## src/rtl/branch_ctrl_pkg.sv

```systemverilog
// branch_ctrl_pkg: shared state encoding, forward codes and helpers for branch resolution
package branch_ctrl_pkg;
  typedef logic [1:0] fwd_t;
  localparam logic [1:0] ST_IDLE    = 2'd0;
  localparam logic [1:0] ST_WAIT    = 2'd1;
  localparam logic [1:0] ST_RESOLVE = 2'd2;
  localparam fwd_t FWD_RF  = 2'b00;
  localparam fwd_t FWD_MEM = 2'b01;
  localparam fwd_t FWD_WB  = 2'b10;
  function automatic logic [1:0] max2(input logic [1:0] a, input logic [1:0] b);
    return (a > b) ? a : b;
  endfunction
endpackage

```

## src/rtl/branch_resolve_ctrl_if.sv

```systemverilog
// branch_resolve_ctrl_if: pipeline-side signals seen by the ID-stage branch resolver
interface branch_resolve_ctrl_if #(parameter int STAT_W = 16);
  import branch_ctrl_pkg::*;
  logic id_valid, id_is_beq, id_is_bne;
  logic [4:0] id_rs, id_rt;
  logic ex_reg_write, ex_mem_read;
  logic [4:0] ex_rd;
  logic mem_reg_write, mem_mem_read;
  logic [4:0] mem_rd;
  logic wb_reg_write;
  logic [4:0] wb_rd;
  logic cmp_eq;
  fwd_t fwd_a_sel, fwd_b_sel;
  logic stall, flush_if_id, pc_src;
  logic [STAT_W-1:0] br_count, br_taken_count;
  modport master (
    output id_valid, id_is_beq, id_is_bne, id_rs, id_rt,
    output ex_reg_write, ex_mem_read, ex_rd,
    output mem_reg_write, mem_mem_read, mem_rd,
    output wb_reg_write, wb_rd, cmp_eq,
    input  fwd_a_sel, fwd_b_sel, stall, flush_if_id, pc_src, br_count, br_taken_count
  );
  modport slave (
    input  id_valid, id_is_beq, id_is_bne, id_rs, id_rt,
    input  ex_reg_write, ex_mem_read, ex_rd,
    input  mem_reg_write, mem_mem_read, mem_rd,
    input  wb_reg_write, wb_rd, cmp_eq,
    output fwd_a_sel, fwd_b_sel, stall, flush_if_id, pc_src, br_count, br_taken_count
  );
endinterface

```

## src/rtl/branch_fwd_sel.sv

```systemverilog
// branch_fwd_sel: hazard class (cycles to wait) and forward source for one compare operand
module branch_fwd_sel
  import branch_ctrl_pkg::*;
(
  input  logic [4:0] rs,
  input  logic       ex_reg_write,
  input  logic       ex_mem_read,
  input  logic [4:0] ex_rd,
  input  logic       mem_reg_write,
  input  logic       mem_mem_read,
  input  logic [4:0] mem_rd,
  input  logic       wb_reg_write,
  input  logic [4:0] wb_rd,
  output logic [1:0] haz,
  output fwd_t       sel
);
  logic ex_hit, mem_hit, wb_hit;
  always_comb begin
    ex_hit  = (rs != 5'd0) && (ex_rd == rs);
    mem_hit = (rs != 5'd0) && (mem_rd == rs);
    wb_hit  = (rs != 5'd0) && (wb_rd == rs);
    haz = (ex_hit && ex_mem_read) ? 2'd2 :
          ((ex_hit && ex_reg_write) || (mem_hit && mem_mem_read)) ? 2'd1 : 2'd0;
    sel = (mem_hit && mem_reg_write && !mem_mem_read) ? FWD_MEM :
          (wb_hit && wb_reg_write) ? FWD_WB : FWD_RF;
  end
endmodule

```

## src/rtl/branch_resolve_ctrl.sv

```systemverilog
// branch_resolve_ctrl: ID-stage branch resolution with hazard stalls, forwarding and statistics
module branch_resolve_ctrl
  import branch_ctrl_pkg::*;
#(
  parameter int STAT_W = 16
) (
  input  logic clk,
  input  logic rst_n,
  branch_resolve_ctrl_if.slave bus
);
  logic [1:0] state, state_nx, wait_cnt, wait_nx, haz_a, haz_b, haz;
  fwd_t sel_a, sel_b;
  logic br, resolve, taken, stall_i;
  logic [STAT_W-1:0] br_cnt, tk_cnt;
  branch_fwd_sel u_fwd_a (
    .rs(bus.id_rs), .ex_reg_write(bus.ex_reg_write), .ex_mem_read(bus.ex_mem_read), .ex_rd(bus.ex_rd),
    .mem_reg_write(bus.mem_reg_write), .mem_mem_read(bus.mem_mem_read), .mem_rd(bus.mem_rd),
    .wb_reg_write(bus.wb_reg_write), .wb_rd(bus.wb_rd), .haz(haz_a), .sel(sel_a)
  );
  branch_fwd_sel u_fwd_b (
    .rs(bus.id_rt), .ex_reg_write(bus.ex_reg_write), .ex_mem_read(bus.ex_mem_read), .ex_rd(bus.ex_rd),
    .mem_reg_write(bus.mem_reg_write), .mem_mem_read(bus.mem_mem_read), .mem_rd(bus.mem_rd),
    .wb_reg_write(bus.wb_reg_write), .wb_rd(bus.wb_rd), .haz(haz_b), .sel(sel_b)
  );
  always_comb begin
    br = bus.id_valid && (bus.id_is_beq || bus.id_is_bne);
    haz = max2(haz_a, haz_b);
    state_nx = state;
    wait_nx = wait_cnt;
    stall_i = 1'b0;
    resolve = 1'b0;
    case (state)
      ST_IDLE: begin
        resolve = br && (haz == 2'd0);
        if (br && haz != 2'd0) begin
          stall_i = 1'b1;
          wait_nx = haz;
          // a one-cycle hazard has already reached 1 on load, so it skips WAIT
          state_nx = (haz == 2'd1) ? ST_RESOLVE : ST_WAIT;
        end
      end
      ST_WAIT: begin
        stall_i = bus.id_valid;
        wait_nx = bus.id_valid ? wait_cnt - 2'd1 : 2'd0;
        state_nx = !bus.id_valid ? ST_IDLE : (wait_cnt <= 2'd2) ? ST_RESOLVE : ST_WAIT;
      end
      ST_RESOLVE: begin
        resolve = br;
        wait_nx = 2'd0;
        state_nx = ST_IDLE;
      end
      default: begin
        wait_nx = 2'd0;
        state_nx = ST_IDLE;
      end
    endcase
    taken = resolve && (bus.id_is_beq ? bus.cmp_eq : !bus.cmp_eq);
    bus.stall = rst_n && stall_i;
    bus.pc_src = rst_n && taken;
    bus.flush_if_id = rst_n && taken;
    bus.fwd_a_sel = rst_n ? sel_a : FWD_RF;
    bus.fwd_b_sel = rst_n ? sel_b : FWD_RF;
    bus.br_count = br_cnt;
    bus.br_taken_count = tk_cnt;
  end
  always_ff @(posedge clk) begin
    if (!rst_n) begin
      state <= ST_IDLE;
      wait_cnt <= 2'd0;
      br_cnt <= '0;
      tk_cnt <= '0;
    end else begin
      state <= state_nx;
      wait_cnt <= wait_nx;
      if (resolve && br_cnt != '1) br_cnt <= br_cnt + 1'b1;
      if (taken && tk_cnt != '1) tk_cnt <= tk_cnt + 1'b1;
    end
  end
endmodule

```

## src/flat_wrapper.sv

```systemverilog
// flat-port wrapper written by rule: the top's interface ports become plain ports
module branch_resolve_ctrl_flat import branch_ctrl_pkg::*;
#(
  parameter int STAT_W = 16
)
  (clk, rst_n, bus_id_valid, bus_id_is_beq, bus_id_is_bne, bus_id_rs, bus_id_rt, bus_ex_reg_write, bus_ex_mem_read, bus_ex_rd, bus_mem_reg_write, bus_mem_mem_read, bus_mem_rd, bus_wb_reg_write, bus_wb_rd, bus_cmp_eq, bus_fwd_a_sel, bus_fwd_b_sel, bus_stall, bus_flush_if_id, bus_pc_src, bus_br_count, bus_br_taken_count);
  branch_resolve_ctrl_if #(.STAT_W(STAT_W)) bus_i ();
  input  logic clk;
  input  logic rst_n;
  input wire logic [$bits(bus_i.id_valid)-1:0] bus_id_valid;
  input wire logic [$bits(bus_i.id_is_beq)-1:0] bus_id_is_beq;
  input wire logic [$bits(bus_i.id_is_bne)-1:0] bus_id_is_bne;
  input wire logic [$bits(bus_i.id_rs)-1:0] bus_id_rs;
  input wire logic [$bits(bus_i.id_rt)-1:0] bus_id_rt;
  input wire logic [$bits(bus_i.ex_reg_write)-1:0] bus_ex_reg_write;
  input wire logic [$bits(bus_i.ex_mem_read)-1:0] bus_ex_mem_read;
  input wire logic [$bits(bus_i.ex_rd)-1:0] bus_ex_rd;
  input wire logic [$bits(bus_i.mem_reg_write)-1:0] bus_mem_reg_write;
  input wire logic [$bits(bus_i.mem_mem_read)-1:0] bus_mem_mem_read;
  input wire logic [$bits(bus_i.mem_rd)-1:0] bus_mem_rd;
  input wire logic [$bits(bus_i.wb_reg_write)-1:0] bus_wb_reg_write;
  input wire logic [$bits(bus_i.wb_rd)-1:0] bus_wb_rd;
  input wire logic [$bits(bus_i.cmp_eq)-1:0] bus_cmp_eq;
  output wire logic [$bits(bus_i.fwd_a_sel)-1:0] bus_fwd_a_sel;
  output wire logic [$bits(bus_i.fwd_b_sel)-1:0] bus_fwd_b_sel;
  output wire logic [$bits(bus_i.stall)-1:0] bus_stall;
  output wire logic [$bits(bus_i.flush_if_id)-1:0] bus_flush_if_id;
  output wire logic [$bits(bus_i.pc_src)-1:0] bus_pc_src;
  output wire logic [$bits(bus_i.br_count)-1:0] bus_br_count;
  output wire logic [$bits(bus_i.br_taken_count)-1:0] bus_br_taken_count;
  assign bus_i.id_valid = bus_id_valid;
  assign bus_i.id_is_beq = bus_id_is_beq;
  assign bus_i.id_is_bne = bus_id_is_bne;
  assign bus_i.id_rs = bus_id_rs;
  assign bus_i.id_rt = bus_id_rt;
  assign bus_i.ex_reg_write = bus_ex_reg_write;
  assign bus_i.ex_mem_read = bus_ex_mem_read;
  assign bus_i.ex_rd = bus_ex_rd;
  assign bus_i.mem_reg_write = bus_mem_reg_write;
  assign bus_i.mem_mem_read = bus_mem_mem_read;
  assign bus_i.mem_rd = bus_mem_rd;
  assign bus_i.wb_reg_write = bus_wb_reg_write;
  assign bus_i.wb_rd = bus_wb_rd;
  assign bus_i.cmp_eq = bus_cmp_eq;
  assign bus_fwd_a_sel = bus_i.fwd_a_sel;
  assign bus_fwd_b_sel = bus_i.fwd_b_sel;
  assign bus_stall = bus_i.stall;
  assign bus_flush_if_id = bus_i.flush_if_id;
  assign bus_pc_src = bus_i.pc_src;
  assign bus_br_count = bus_i.br_count;
  assign bus_br_taken_count = bus_i.br_taken_count;
  branch_resolve_ctrl #(.STAT_W(STAT_W)) u_core (.clk(clk), .rst_n(rst_n), .bus(bus_i));
endmodule
```

## config.mk

```make
export PLATFORM = sky130hd
export DESIGN_NAME = branch_resolve_ctrl_flat
export DESIGN_NICKNAME = d
export VERILOG_FILES = /design/src/rtl/branch_ctrl_pkg.sv /design/src/rtl/branch_resolve_ctrl_if.sv /design/src/rtl/branch_fwd_sel.sv /design/src/rtl/branch_resolve_ctrl.sv /design/src/flat_wrapper.sv
export SDC_FILE = /design/constraint.sdc
export NUM_CORES = 1
export LEC_CHECK = 0
export ABC_AREA = 1
export CAP_MARGIN = 30
export CORE_MARGIN = 2
export CORE_UTILIZATION = 42
export DETAILED_ROUTE_END_ITERATION = 6
export GPL_ROUTABILITY_DRIVEN = 0
export PLACE_DENSITY = 0.74
export RECOVER_POWER = 100
export SLEW_MARGIN = 20
export SYNTH_ARGS = -nofsm -noshare
export SYNTH_HDL_FRONTEND = slang
export SYNTH_SLANG_ARGS = --single-unit
```

## constraint.sdc

```tcl
create_clock -name clk -period 4.2 [get_ports clk]
set_input_delay 0.42 -clock clk [delete_from_list [all_inputs] [get_ports clk]]
set_output_delay 0.42 -clock clk [all_outputs]
set_load 0.01 [all_outputs]
```

# After elaboration in Yosys (flattened, before gate mapping)
# Index checks and enable logic that the tools add are counted.
[word_totals]
ff_bits = 36
in_bits = 36
out_inout_bits = 39
[classes]
addsub = 3
n_lt_le_gt_ge = 2
n_eq_ne = 12
muxes = 23
reduce_logical = 36
[op_table]
columns = ["cell", "count"]
rows = [
  ["16-bit by 1-bit adder with 16-bit output, second input constant", 2],
  ["16-bit != test, second input constant", 2],
  ["5-bit == test", 6],
  ["2-bit 2-to-1 mux", 15],
  ["1-bit logical AND", 26],
  ["5-bit nonzero test", 2],
  ["2-bit case mux with 2 select lines", 2],
  ["2-bit by 1-bit == test with 1-bit output, second input constant", 2],
  ["2-bit logical NOT", 2],
  ["1-bit 2-to-1 mux", 4],
  ["1-bit case mux with 2 select lines", 2],
  ["1-bit logical OR", 3],
  ["2-bit == test, second input constant", 1],
  ["2-bit > comparator", 1],
  ["2-bit <= comparator, second input constant", 1],
  ["1-bit logical NOT", 2],
  ["2-bit by 1-bit != test with 1-bit output, second input constant", 1],
  ["2-bit nonzero test", 1],
  ["2-bit by 1-bit subtractor with 2-bit output, second input constant", 1],
]

# Logic depth before layout (Yosys ltp)
# Gate-level depths: netlist of the first run.
[logic_depth]
word_depth = 13
mapped_depth = 19

# By module
# A second synthesis of the first run with hierarchy kept.
[hier_totals]
cells_unflattened = 462
area_unflattened_um2 = 2955.3
[modules_own_cells]
columns = ["mod", "instances", "cells_each", "area_per_inst_um2", "seq_area_each_um2"]
rows = [
  ["branch_resolve_ctrl", 1, 340, 2329.7, 720.7],
  ["branch_fwd_sel", 2, 61, 312.8, 0.0],
]

# Worst setup path before layout of the first run
# Ideal clock, no wire load.
[synth_path]
path_type = "input to output"
start = "in bus_id_rt[1]"
end = "out bus_pc_src"
arrival_ns = 2.498
required_time_ns = 3.780
slack_ns = 1.282
stages = 18
n_path_buf = 2
path_cell_list = "inv_1 > nand2_1 > nor2_2 > nor2_1 > nand3_1 > nand2_1 > and2_1 > ha_1 > nand2_1 > o21a_1 > inv_1 > nand3_2 > nand3_2 > a21oi_4 > buf_4 > nand2_1 > nor2_1 > buf_4"
[synth_via]
elab_chain_len = 13
word_cells_on_any_way = 18
cone_classes = "order compare: 1; eq/ne: 2; mux: 4; reduce/logical: 11"
[synth_rtl]
columns = ["element", "line_no", "text"]
rows = [
  ["start, declared", "flat_wrapper.sv:14", "input wire logic [$bits(bus_i.id_rt)-1:0] bus_id_rt;"],
  ["5-bit == test, or another cell as far along", "branch_fwd_sel.sv:19", "ex_hit = (rs != 5'd0) && (ex_rd == rs);"],
  ["1-bit logical AND, on equally long branches", "branch_fwd_sel.sv:19, branch_fwd_sel.sv:20", ""],
  ["1-bit logical AND", "branch_fwd_sel.sv:23", "((ex_hit && ex_reg_write) || (mem_hit && mem_mem_read)) ? 2'd1 : 2'd0;"],
  ["1-bit logical OR", "branch_fwd_sel.sv:23", ""],
  ["1-bit 2-to-1 mux", "branch_fwd_sel.sv:23", ""],
  ["2-bit 2-to-1 mux (*)", "branch_fwd_sel.sv:22", "haz = (ex_hit && ex_mem_read) ? 2'd2 :"],
  ["2-bit > comparator", "branch_ctrl_pkg.sv:11", "return (a > b) ? a : b;"],
  ["2-bit 2-to-1 mux (*)", "branch_ctrl_pkg.sv:11", ""],
  ["2-bit logical NOT (*)", "branch_resolve_ctrl.sv:34", "resolve = br && (haz == 2'd0);"],
  ["1-bit logical AND (*)", "branch_resolve_ctrl.sv:34", ""],
  ["1-bit case mux with 2 select lines (*)", "branch_resolve_ctrl.sv:32", "case (state)"],
  ["1-bit logical AND (*)", "branch_resolve_ctrl.sv:57", "taken = resolve && (bus.id_is_beq ? bus.cmp_eq : !bus.cmp_eq);"],
  ["1-bit logical AND (*)", "n/a", ""],
  ["end, declared", "flat_wrapper.sv:28", "output wire logic [$bits(bus_i.pc_src)-1:0] bus_pc_src;"],
]
# Every way passes the cells marked *; elsewhere a longest branch is shown, timed or not.

# Worst setup path after layout of the first run
[layout_path]
start = "in bus_id_rt[3]"
end = "out bus_flush_if_id"
[layout_via]
elab_chain_len = 13
word_cells_on_any_way = 18
cone_classes = "order compare: 1; eq/ne: 2; mux: 4; reduce/logical: 11"
[layout_rtl]
columns = ["element", "line_no", "text"]
rows = [
  ["5-bit == test, or another cell as far along", "branch_fwd_sel.sv:19", ""],
  ["1-bit logical AND, on equally long branches", "branch_fwd_sel.sv:19, branch_fwd_sel.sv:20", ""],
  ["1-bit logical AND", "branch_fwd_sel.sv:23", ""],
  ["1-bit logical OR", "branch_fwd_sel.sv:23", ""],
  ["1-bit 2-to-1 mux", "branch_fwd_sel.sv:23", ""],
  ["2-bit 2-to-1 mux (*)", "branch_fwd_sel.sv:22", ""],
  ["2-bit > comparator", "branch_ctrl_pkg.sv:11", ""],
  ["2-bit 2-to-1 mux (*)", "branch_ctrl_pkg.sv:11", ""],
  ["2-bit logical NOT (*)", "branch_resolve_ctrl.sv:34", ""],
  ["1-bit logical AND (*)", "branch_resolve_ctrl.sv:34", ""],
  ["1-bit case mux with 2 select lines (*)", "branch_resolve_ctrl.sv:32", ""],
  ["1-bit logical AND (*)", "branch_resolve_ctrl.sv:57", ""],
  ["1-bit logical AND (*)", "branch_resolve_ctrl.sv:60", "bus.flush_if_id = rst_n && taken;"],
  ["end, declared", "flat_wrapper.sv:27", "output wire logic [$bits(bus_i.flush_if_id)-1:0] bus_flush_if_id;"],
]
# Marked as above.

==> results of run 1 <==
report_power, final:
group / internal, mW / switching, mW
Clock: 0.176 / 0.138
Sequential: 0.346 / 0.00508
Combinational: 0.0720 / 0.0900
Total: 0.593 / 0.233
layout by cell type, fill, tap and decap left out, types with 2 or more instances in the layout:
cell and count:
a21oi_1 32, buf_4 2, clkbuf_8 5, clkdlybuf4s50_1 38, dfxtp_1 36, dlygate4sd3_1 36, ha_1 6, inv_1 37
inv_2 4, nand2_1 96, nand3_1 29, nand3_2 6, nand4_1 25, nor2_1 35, nor2_2 4, nor3_1 11
nor3b_1 2, nor4_1 4, o21ai_0 4, o22ai_1 2, xnor2_1 25, xor2_1 27
cells by family after synthesis:
family / share of synthesized area
AO/OA/AOI/OAI: 0.0860
adder cells (fa/ha/maj): 0.0273
XOR/XNOR: 0.166
AND/OR/NAND/NOR: 0.376
flip-flops: 0.262
buffers and inverters: 0.0824
registers in the layout, summed over array words and instances, names as in the netlist:
register and flops:
u_core.bus.br_count 16, u_core.bus.br_taken_count 16, u_core.state 2, u_core.wait_cnt 2
how the worst min path moves through the flow:
stage          slack, ns  cells past startpoint            endpoint
2_1_floorplan       0.44                      2  u_core.wait_cnt[1]
3_3_place_gp        0.45                      2  u_core.wait_cnt[1]
3_5_place_dp        0.48                      2  u_core.wait_cnt[1]
4_1_cts             0.49                      2  u_core.wait_cnt[1]
5_1_grt             0.50                      2  u_core.wait_cnt[1]
6_report            0.48                      2  u_core.wait_cnt[1]
layer usage:
metal | part of all wire | wire length (um)
met5 | 0 | 0
met2 | 0.48 | 3410
met4 | 0.011 | 78
met1 | 0.46 | 3290
met3 | 0.043 | 306
worst register-to-register path: stages, from the launching register on:
cell	delay (ns)
dfxtp_1	0.44
ha_1	0.23
nand2_1	0.08
inv_1	0.07
nand2_1	0.11
nor3_1	0.15
nand3_1	0.50
nand2_1	0.66
nand2_1	0.10
a21oi_1	0.17
layout make-up:
class / instances / area (um2)
Clock buffer: 5 / 68.8
Clock inverter: 3 / 42.5
Timing Repair Buffer: 76 / 756
Sequential cell: 36 / 721
Tap cell: 77 / 96.3
Fill cell: 602 / 2730
Inverter: 41 / 154
Multi-Input combinational cell: 316 / 1780
per-stage QoR:
step	power, mW	instances	cell area [um2]	hold slack (ns)	setup WS (ns)
floorplan	0.452	406	2750	0.440	1.28
global placement	0.520	546	3530	0.454	0.514
detailed placement	0.523	546	3530	0.478	0.388
CTS	0.838	554	3640	0.485	0.388
global route	0.865	554	3620	0.504	0.0816
finish	0.827	554	3620	0.484	0.326
==> impl_metrics.ini, run 1 <==
[setup_path]
rr_worst_depth = 9
worstSetupPathType = input port to output port
reg2reg_to = u_core.bus.br_count[15]
arrival_ns = 3.45
crit_start = bus_id_rt[3]
critPathMostFrequentCell = nand2_1
crit_path_max_fanout = 4
cp-endpoint = bus_flush_if_id
critPathLaunchType = input port
critical-path-max-stage-delay_ns = 0.59
cp_cell_sequence = clkdlybuf4s50_1 > xnor2_1 > nand2_1 > nor2_2 > nand3_1 > and2_1 > ha_1 > nand2_1 > o21a_1 > inv_1 > nand3_2 > nand3_2 > a21oi_4 > nand2_1 > nor2_1 > clkdlybuf4s50_1
rrSetupSlack_ns = 1.62
required_ns = 3.78
crit_cells = 16
crit_family = buffers and inverters
crit-reg2reg-launch = u_core.bus.br_count[0]
cp-end-kind = output port
slowest_stage = clkdlybuf4s50_1
cp_num_buf_inv = 3

[logic_synthesis]
post-synth-top-count-cell = nand2_1
netlist.area_leader.share = 0.262
ys_types = 33
yosys.area.top_type = dfxtp_1
ys_seq_area_frac = 0.262
synthArstFlopShare = 0
yosys_most_used_dff = dfxtp_1
syn-num-nets = 448
synth-edff-count = 0
syn_avg_cell_area_um2 = 6.77
netlist_area_um2 = 2750
synth_cells = 406
synth_common_cells = nand2_1, dfxtp_1, inv_1
yosysWarningCount = 0
yosys-top-cells-area = dfxtp_1, nand2_1, xor2_1, xnor2_1, a21oi_1
synth-seq-cells = 36

[power_and_ir_drop]
leakagePower_nw = 1.50
p_per_area_nw_per_um2 = 228
ir_drop_mv = 0.159

[floorplan]
die_area_um2 = 7210
core_area_um2 = 6350
io_pins = 75
fp.dieH_um = 84.9
start_util = 0.433
num_rows = 29
fp.dieW_um = 84.9

[global_routing]
grt_pass1_vias = 2715
grt_use_total = 0.199
grt_use_met3 = 0.0409
grt.busiest_layer = met2
grt_use_met2 = 0.336
gr-usage-met1 = 0.253
grt_pass1_wl_um = 12000
grt_max_degree = 38
antenna_found_initial = 0
overflow = 0

[sta]
setup_viol = 0
worst_clock_skew_ns = 0.00697
maxSlewHeadroom = 0.219
period_share = 0.922
finalHoldViolCount = 0
min_period_ns = 3.87
fmax_mhz = 258
rsz0062_at_grt = no
fin_setup_tns_ns = 0
drv_slew = 0
tightest_slew_ns = 1.17

[clock_tree]
htreeDepth = 2
clk_pin_slew_ns = 0.08
cts_resized = 0
cts_buffers = 5
cts_tree = yes
insertion_delay_ns = 0.29
cts_hold_buf = 0
post_cts_buffers = 0
cts_root_buf = clkbuf_8
cts_sinks = 36
clk_path_buf_depth = 2

[route]
wirelength_um = 7090
ant_nets = 0
vias = 2879
vias_per_cell = 5.20
drt_pass1_iterations = 4
wl_per_cell_um = 12.8
remaining_drc_errors = 0
drt-initial-drc-count = 174

[min_path]
hp-class = register to register
min_from = u_core.wait_cnt[1]

[outcome]
status = finished clean

[finish]
fin_util = 0.570
num_antenna_cells = 0
final_nets = 518
area_growth_pct = 31.8
drive_gt1_frac = 0.0566

[placement]
hpwl_um = 5290
io_buffers = 74

[job]
drv_cap = 0
Power figures use the tool's default switching activity.
==> inputs of run 2 (changes only) <==
--- a/constraint.sdc
+++ b/constraint.sdc
@@ -3,2 +3,2 @@
 set_output_delay 0.42 -clock clk [all_outputs]
-set_load 0.01 [all_outputs]
+set_load 0.05 [all_outputs]
==> run 2 against run 1 <==
Against the previous run: sequential share of layout area is essentially flat; clock-buffer cell count grew 3; flip-flop and latch count is the same; via count grew 1.1%; maximum frequency grew 3.3%; critical endpoint is now bus_pc_src.
==> impl_metrics.ini, run 2 (synthesized netlist as in run 1, its figures left out) <==
[outcome]
status = finished clean

[clock_tree]
cts_root_buf = clkbuf_8
insertion_delay_ns = 0.29
clk_pin_slew_ns = 0.07
cts_tree = yes
htreeDepth = 2
cts_sinks = 36
clk_path_buf_depth = 2
cts_buffers = 5
cts_hold_buf = 0
cts_resized = 0
post_cts_buffers = 0

[route]
wl_per_cell_um = 12.8
wirelength_um = 7100
vias = 2912
ant_nets = 0
drt_pass1_iterations = 4
drt-initial-drc-count = 144
vias_per_cell = 5.26
remaining_drc_errors = 0

[global_routing]
grt_use_met3 = 0.0379
grt_use_total = 0.195
grt_use_met2 = 0.332
grt_pass1_vias = 2588
antenna_found_initial = 0
grt_pass1_wl_um = 11800
grt_max_degree = 38
overflow = 0
gr-usage-met1 = 0.252
grt.busiest_layer = met2

[finish]
final_cell_mix = nand2_1, dlygate4sd3_1, inv_1, nor2_1, dfxtp_1
final_common_cell = nand2_1
drive_gt1_frac = 0.0587
fin_cells = 554
nFillCells = 619
num_antenna_cells = 0
area_growth_pct = 31.6
final_nets = 518

[sta]
fmax_mhz = 267
period_share = 0.893
tightest_slew_ns = 0.769
fin_setup_tns_ns = 0
setup_viol = 0
worst_clock_skew_ns = 0.00442
drv_slew = 0
finalHoldViolCount = 0
maxSlewHeadroom = 0.486
min_period_ns = 3.75
rsz0062_at_grt = no

[setup_path]
required_ns = 3.78
worstSetupPathType = input port to output port
cp-end-kind = output port
crit_path_max_fanout = 4
critPathLaunchType = input port
arrival_ns = 3.33

[floorplan]
core_area_um2 = 6350
num_rows = 29
io_pins = 75
fp.dieW_um = 84.9
die_area_um2 = 7210
fp.dieH_um = 84.9
start_util = 0.433

[power_and_ir_drop]
leakagePower_nw = 1.50
ir_drop_mv = 0.140
p_per_area_nw_per_um2 = 218

[job]
drv_cap = 0

[min_path]
hp-class = register to register

[placement]
hpwl_um = 5370
dp_cells = 546
io_buffers = 74
==> run 2: changes by cell type in the layout (fill, tap and decap cells not counted), sizes merged <==
cell / previous run / this run
clkinv: 1 / 0
dlygate4sd3: 36 / 37
clkinvlp: 1 / 0
clkbuf: 5 / 9
buf: 2 / 4
bufinv: 1 / 0
clkdlybuf4s50: 38 / 34
==> run 2: through the flow <==
step                      power (mW)  worst slack [ns]   util  hold WS (ns)  instance area (um2)
after floorplan                0.467             0.630      -         0.440                 2750
after detailed placement       0.540             0.592  0.558         0.474                 3550
after global placement         0.538             0.702  0.558         0.455                 3550
final                          0.789             0.448  0.570         0.481                 3620
after global routing           0.825             0.212  0.570         0.517                 3620
after CTS                      0.797             0.591  0.573         0.486                 3640
==> run 2: worst max-delay path: stages <==
cell           delay [ns]
dlygate4sd3_1        0.62
nor2_1               0.13
nand2_1              0.06
nor2_1               0.18
nor2_1               0.10
nand3_1              0.09
nand2_1              0.09
and2_0               0.15
ha_1                 0.27
nand2_1              0.07
o21a_1               0.14
inv_1                0.05
nand3_2              0.08
nand3_2              0.12
a21oi_4              0.18
nand2_1              0.07
nor2_1               0.32
buf_12               0.19
==> run 2: area by class of cell <==
class                   count  area, um2  area share
clock buffers               8       90.1      0.0249
multi-input cells         316       1790       0.494
inverters                  41        154      0.0425
well taps                  77       96.3      0.0266
flip-flops and latches     36        721       0.199
repair buffers             76        769       0.213
==> run 2: worst paths after layout <==
| path | startpoint | to | slack (ns) | cells after the start |
|---|---|---|---|---|
| setup / recovery | bus_id_rt[3] | bus_pc_src | 0.45 | 18 |
| hold / removal | u_core.bus.br_count[6] | u_core.bus.br_count[6] | 0.48 | 2 |
| setup reg to reg | u_core.bus.br_count[0] | u_core.bus.br_count[4] | 1.69 | 9 |
| hold reg to reg | u_core.bus.br_count[6] | u_core.bus.br_count[6] | 0.48 | 2 |
==> run 2: metal layers <==
| layer | up-vias | routed length, um |
|---|---|---|
| li1 | 1478 | - |
| met1 | 1314 | 3170 |
| met2 | 108 | 3410 |
| met3 | 12 | 402 |
| met4 | 0 | 122 |
| met5 | - | 0 |
==> run 2: power by group <==
part | switching [mW] | internal, mW
clock | 0.125 | 0.134
sequential | 0.00511 | 0.346
combinational | 0.105 | 0.0736
==> inputs of run 3 (changes only) <==
PLACE_DENSITY = 0.73   (was 0.74)
SYNTH_HIERARCHICAL = 1   (was not set)
==> run 3 against run 2 <==
Against the previous run: via count rose by 6.5%; wire length increased by 4.0%; synthesized area rose by 7.5%; synthesized cell count grew 14%; die area grew 7.2%; utilization decreased by 0.35 points; flip-flop and latch count unchanged; final cell count rose by 14%; setup slack improved by 0.0098 ns; design area increased by 6.3%; critical path type unchanged; largest cell class unchanged.
==> impl_metrics.ini, run 3 <==
[outcome]
status = finished clean

[logic_synthesis]
synth_common_cells = nand2_1, inv_1, nor2_1
synth-seq-cells = 36
synth-edff-count = 0
ys_types = 35
post-synth-top-count-cell = nand2_1
netlist.area_leader.share = 0.244
syn-num-nets = 504
synthArstFlopShare = 0
netlist_area_um2 = 2960
yosys-top-cells-area = dfxtp_1, nand2_1, inv_1, xnor2_1, nor2_1
syn_avg_cell_area_um2 = 6.40
yosysWarningCount = 6
synth_cells = 462
yosys_most_used_dff = dfxtp_1
ys_seq_area_frac = 0.244
yosys.area.top_type = dfxtp_1

[power_and_ir_drop]
leakagePower_nw = 1.64
p_per_area_nw_per_um2 = 206
ir_drop_mv = 0.133
power_mw = 0.793

[clock_tree]
clk_path_buf_depth = 2
cts_sinks = 36
cts_buffers = 5
htreeDepth = 2
clk_pin_slew_ns = 0.07
cts_resized = 0
cts_root_buf = clkbuf_8
cts_tree = yes
post_cts_buffers = 0
insertion_delay_ns = 0.30
cts_hold_buf = 0

[finish]
area_growth_pct = 30.1
nFillCells = 642
final_cell_mix = nand2_1, inv_1, nor2_1
fin_util = 0.566
seq_area_um2 = 721
fin_area_um2 = 3850
drive_gt1_frac = 0.0821
final_common_cell = nand2_1
multi_input_area_um2 = 1890
final_nets = 577
num_antenna_cells = 0

[placement]
placed_area_um2 = 3780
hpwl_um = 5740
io_buffers = 74

[setup_path]
crit_path_max_fanout = 5
cp-end-kind = output port
cp_num_buf_inv = 3
crit-reg2reg-launch = u_core/bus.br_taken_count[1]
critical-path-max-stage-delay_ns = 0.65
cp_cell_sequence = dlygate4sd3_1 > xnor2_1 > nand2_1 > nor2_1 > nand3_1 > a21oi_1 > inv_1 > ha_1 > nand2_1 > nand2_1 > nand2_1 > nand3_1 > a21oi_4 > nand2_1 > nor2_1 > buf_12
arrival_ns = 3.32
critPathMostFrequentCell = nand2_1
rrSetupSlack_ns = 1.97
crit_family = simple AND/OR/NAND/NOR gates
reg2reg_to = u_core/bus.br_taken_count[1]
worstSetupPathType = input port to output port
rr_worst_depth = 8
slowest_stage = dlygate4sd3_1
required_ns = 3.78
critPathLaunchType = input port

[sta]
fmax_mhz = 267
rsz0062_at_grt = no
setup_viol = 0
finalHoldViolCount = 0
tightest_slew_ns = 0.888
fin_setup_tns_ns = 0
maxSlewHeadroom = 0.408
worst_clock_skew_ns = 0.0119
whs_ns = 0.481
period_share = 0.891
drv_slew = 0
min_period_ns = 3.74

[global_routing]
grt_use_total = 0.204
overflow = 0
grt_pass1_wl_um = 12800
grt_pass1_vias = 2942
antenna_found_initial = 0
grt_max_degree = 29

[route]
ant_nets = 0
drt-initial-drc-count = 132
wirelength_um = 7390
vias = 3102
drt_pass1_iterations = 4
vias_per_cell = 4.91
wl_per_cell_um = 11.7
remaining_drc_errors = 0

[floorplan]
fp.dieW_um = 87.9
fp.dieH_um = 87.9
die_area_um2 = 7720
num_rows = 30
io_pins = 75
core_area_um2 = 6790
start_util = 0.435

[job]
drv_cap = 0

[min_path]
min_from = u_core/wait_cnt[1]
hp-class = register to register
min_path_cells = 2
worstHoldEndpoint = u_core/wait_cnt[1]
## run 3: cell types whose count changed after synthesis, sizes merged, moves of 4 or more
cell and change:
o21bai +4, nand4 -7, or2 +4, nor2 +21, nand3 +8, nor3 -4
inv +24, nand2 +21, nor4 -5, xor2 -12
## run 3: how the worst max path moves through the flow
stage	from	endpoint	slack [ns]	cells after the start
floorplan	bus_ex_rd[2]	bus_pc_src	0.67	17
global placement	bus_id_rs[2]	bus_pc_src	0.74	16
detailed placement	bus_id_rs[4]	bus_flush_if_id	0.62	16
CTS	bus_id_rs[4]	bus_flush_if_id	0.59	16
global route	bus_id_rs[4]	bus_pc_src	0.15	17
finish	bus_id_rs[4]	bus_flush_if_id	0.46	16
## run 3: final cells by class
type / instances / share of cell area
clock buffer: 7 / 0.0224
clock inverter: 1 / 0.00195
inverter: 66 / 0.0644
multi-input combinational: 348 / 0.491
sequential: 36 / 0.187
tap: 96 / 0.0312
timing repair buffer: 78 / 0.202
## run 3: layer usage
| metal | part of all wire | vias up | global-route usage |
|---|---|---|---|
| li1 | - | 1620 | - |
| met1 | 0.48 | 1405 | 0.264 |
| met2 | 0.47 | 71 | 0.349 |
| met3 | 0.044 | 6 | 0.0434 |
| met4 | 0.0074 | 0 | 0.0462 |
| met5 | 0 | - | 0 |
## run 3: tightest hold or removal path, stage by stage, from the launching register on
cell,delay (ns)
dfxtp_1,0.32
nand2_1,0.06
a21oi_1,0.05
## run 3: logic make-up after synthesis
logic type / count (synthesis) / share of synthesized area
AND/OR/NAND/NOR: 253 / 0.393
buffers and inverters: 78 / 0.112
AO/OA/AOI/OAI: 49 / 0.107
XOR/XNOR: 40 / 0.119
flip-flops: 36 / 0.244
adder cells (fa/ha/maj): 6 / 0.0254
## run 3: stage by stage
step           cells  setup slack, ns
6_report         632            0.458
2_1_floorplan    462            0.667
5_1_grt          632            0.154
4_1_cts          632            0.589
3_5_place_dp     624            0.616
3_3_place_gp     623            0.741
## run 3: report_power, final
| part | internal [mW] | leakage (nW) | switching, mW |
|---|---|---|---|
| Clock | 0.133 | 0.0445 | 0.131 |
| Sequential | 0.344 | 0.290 | 0.00387 |
| Combinational | 0.0755 | 1.30 | 0.105 |
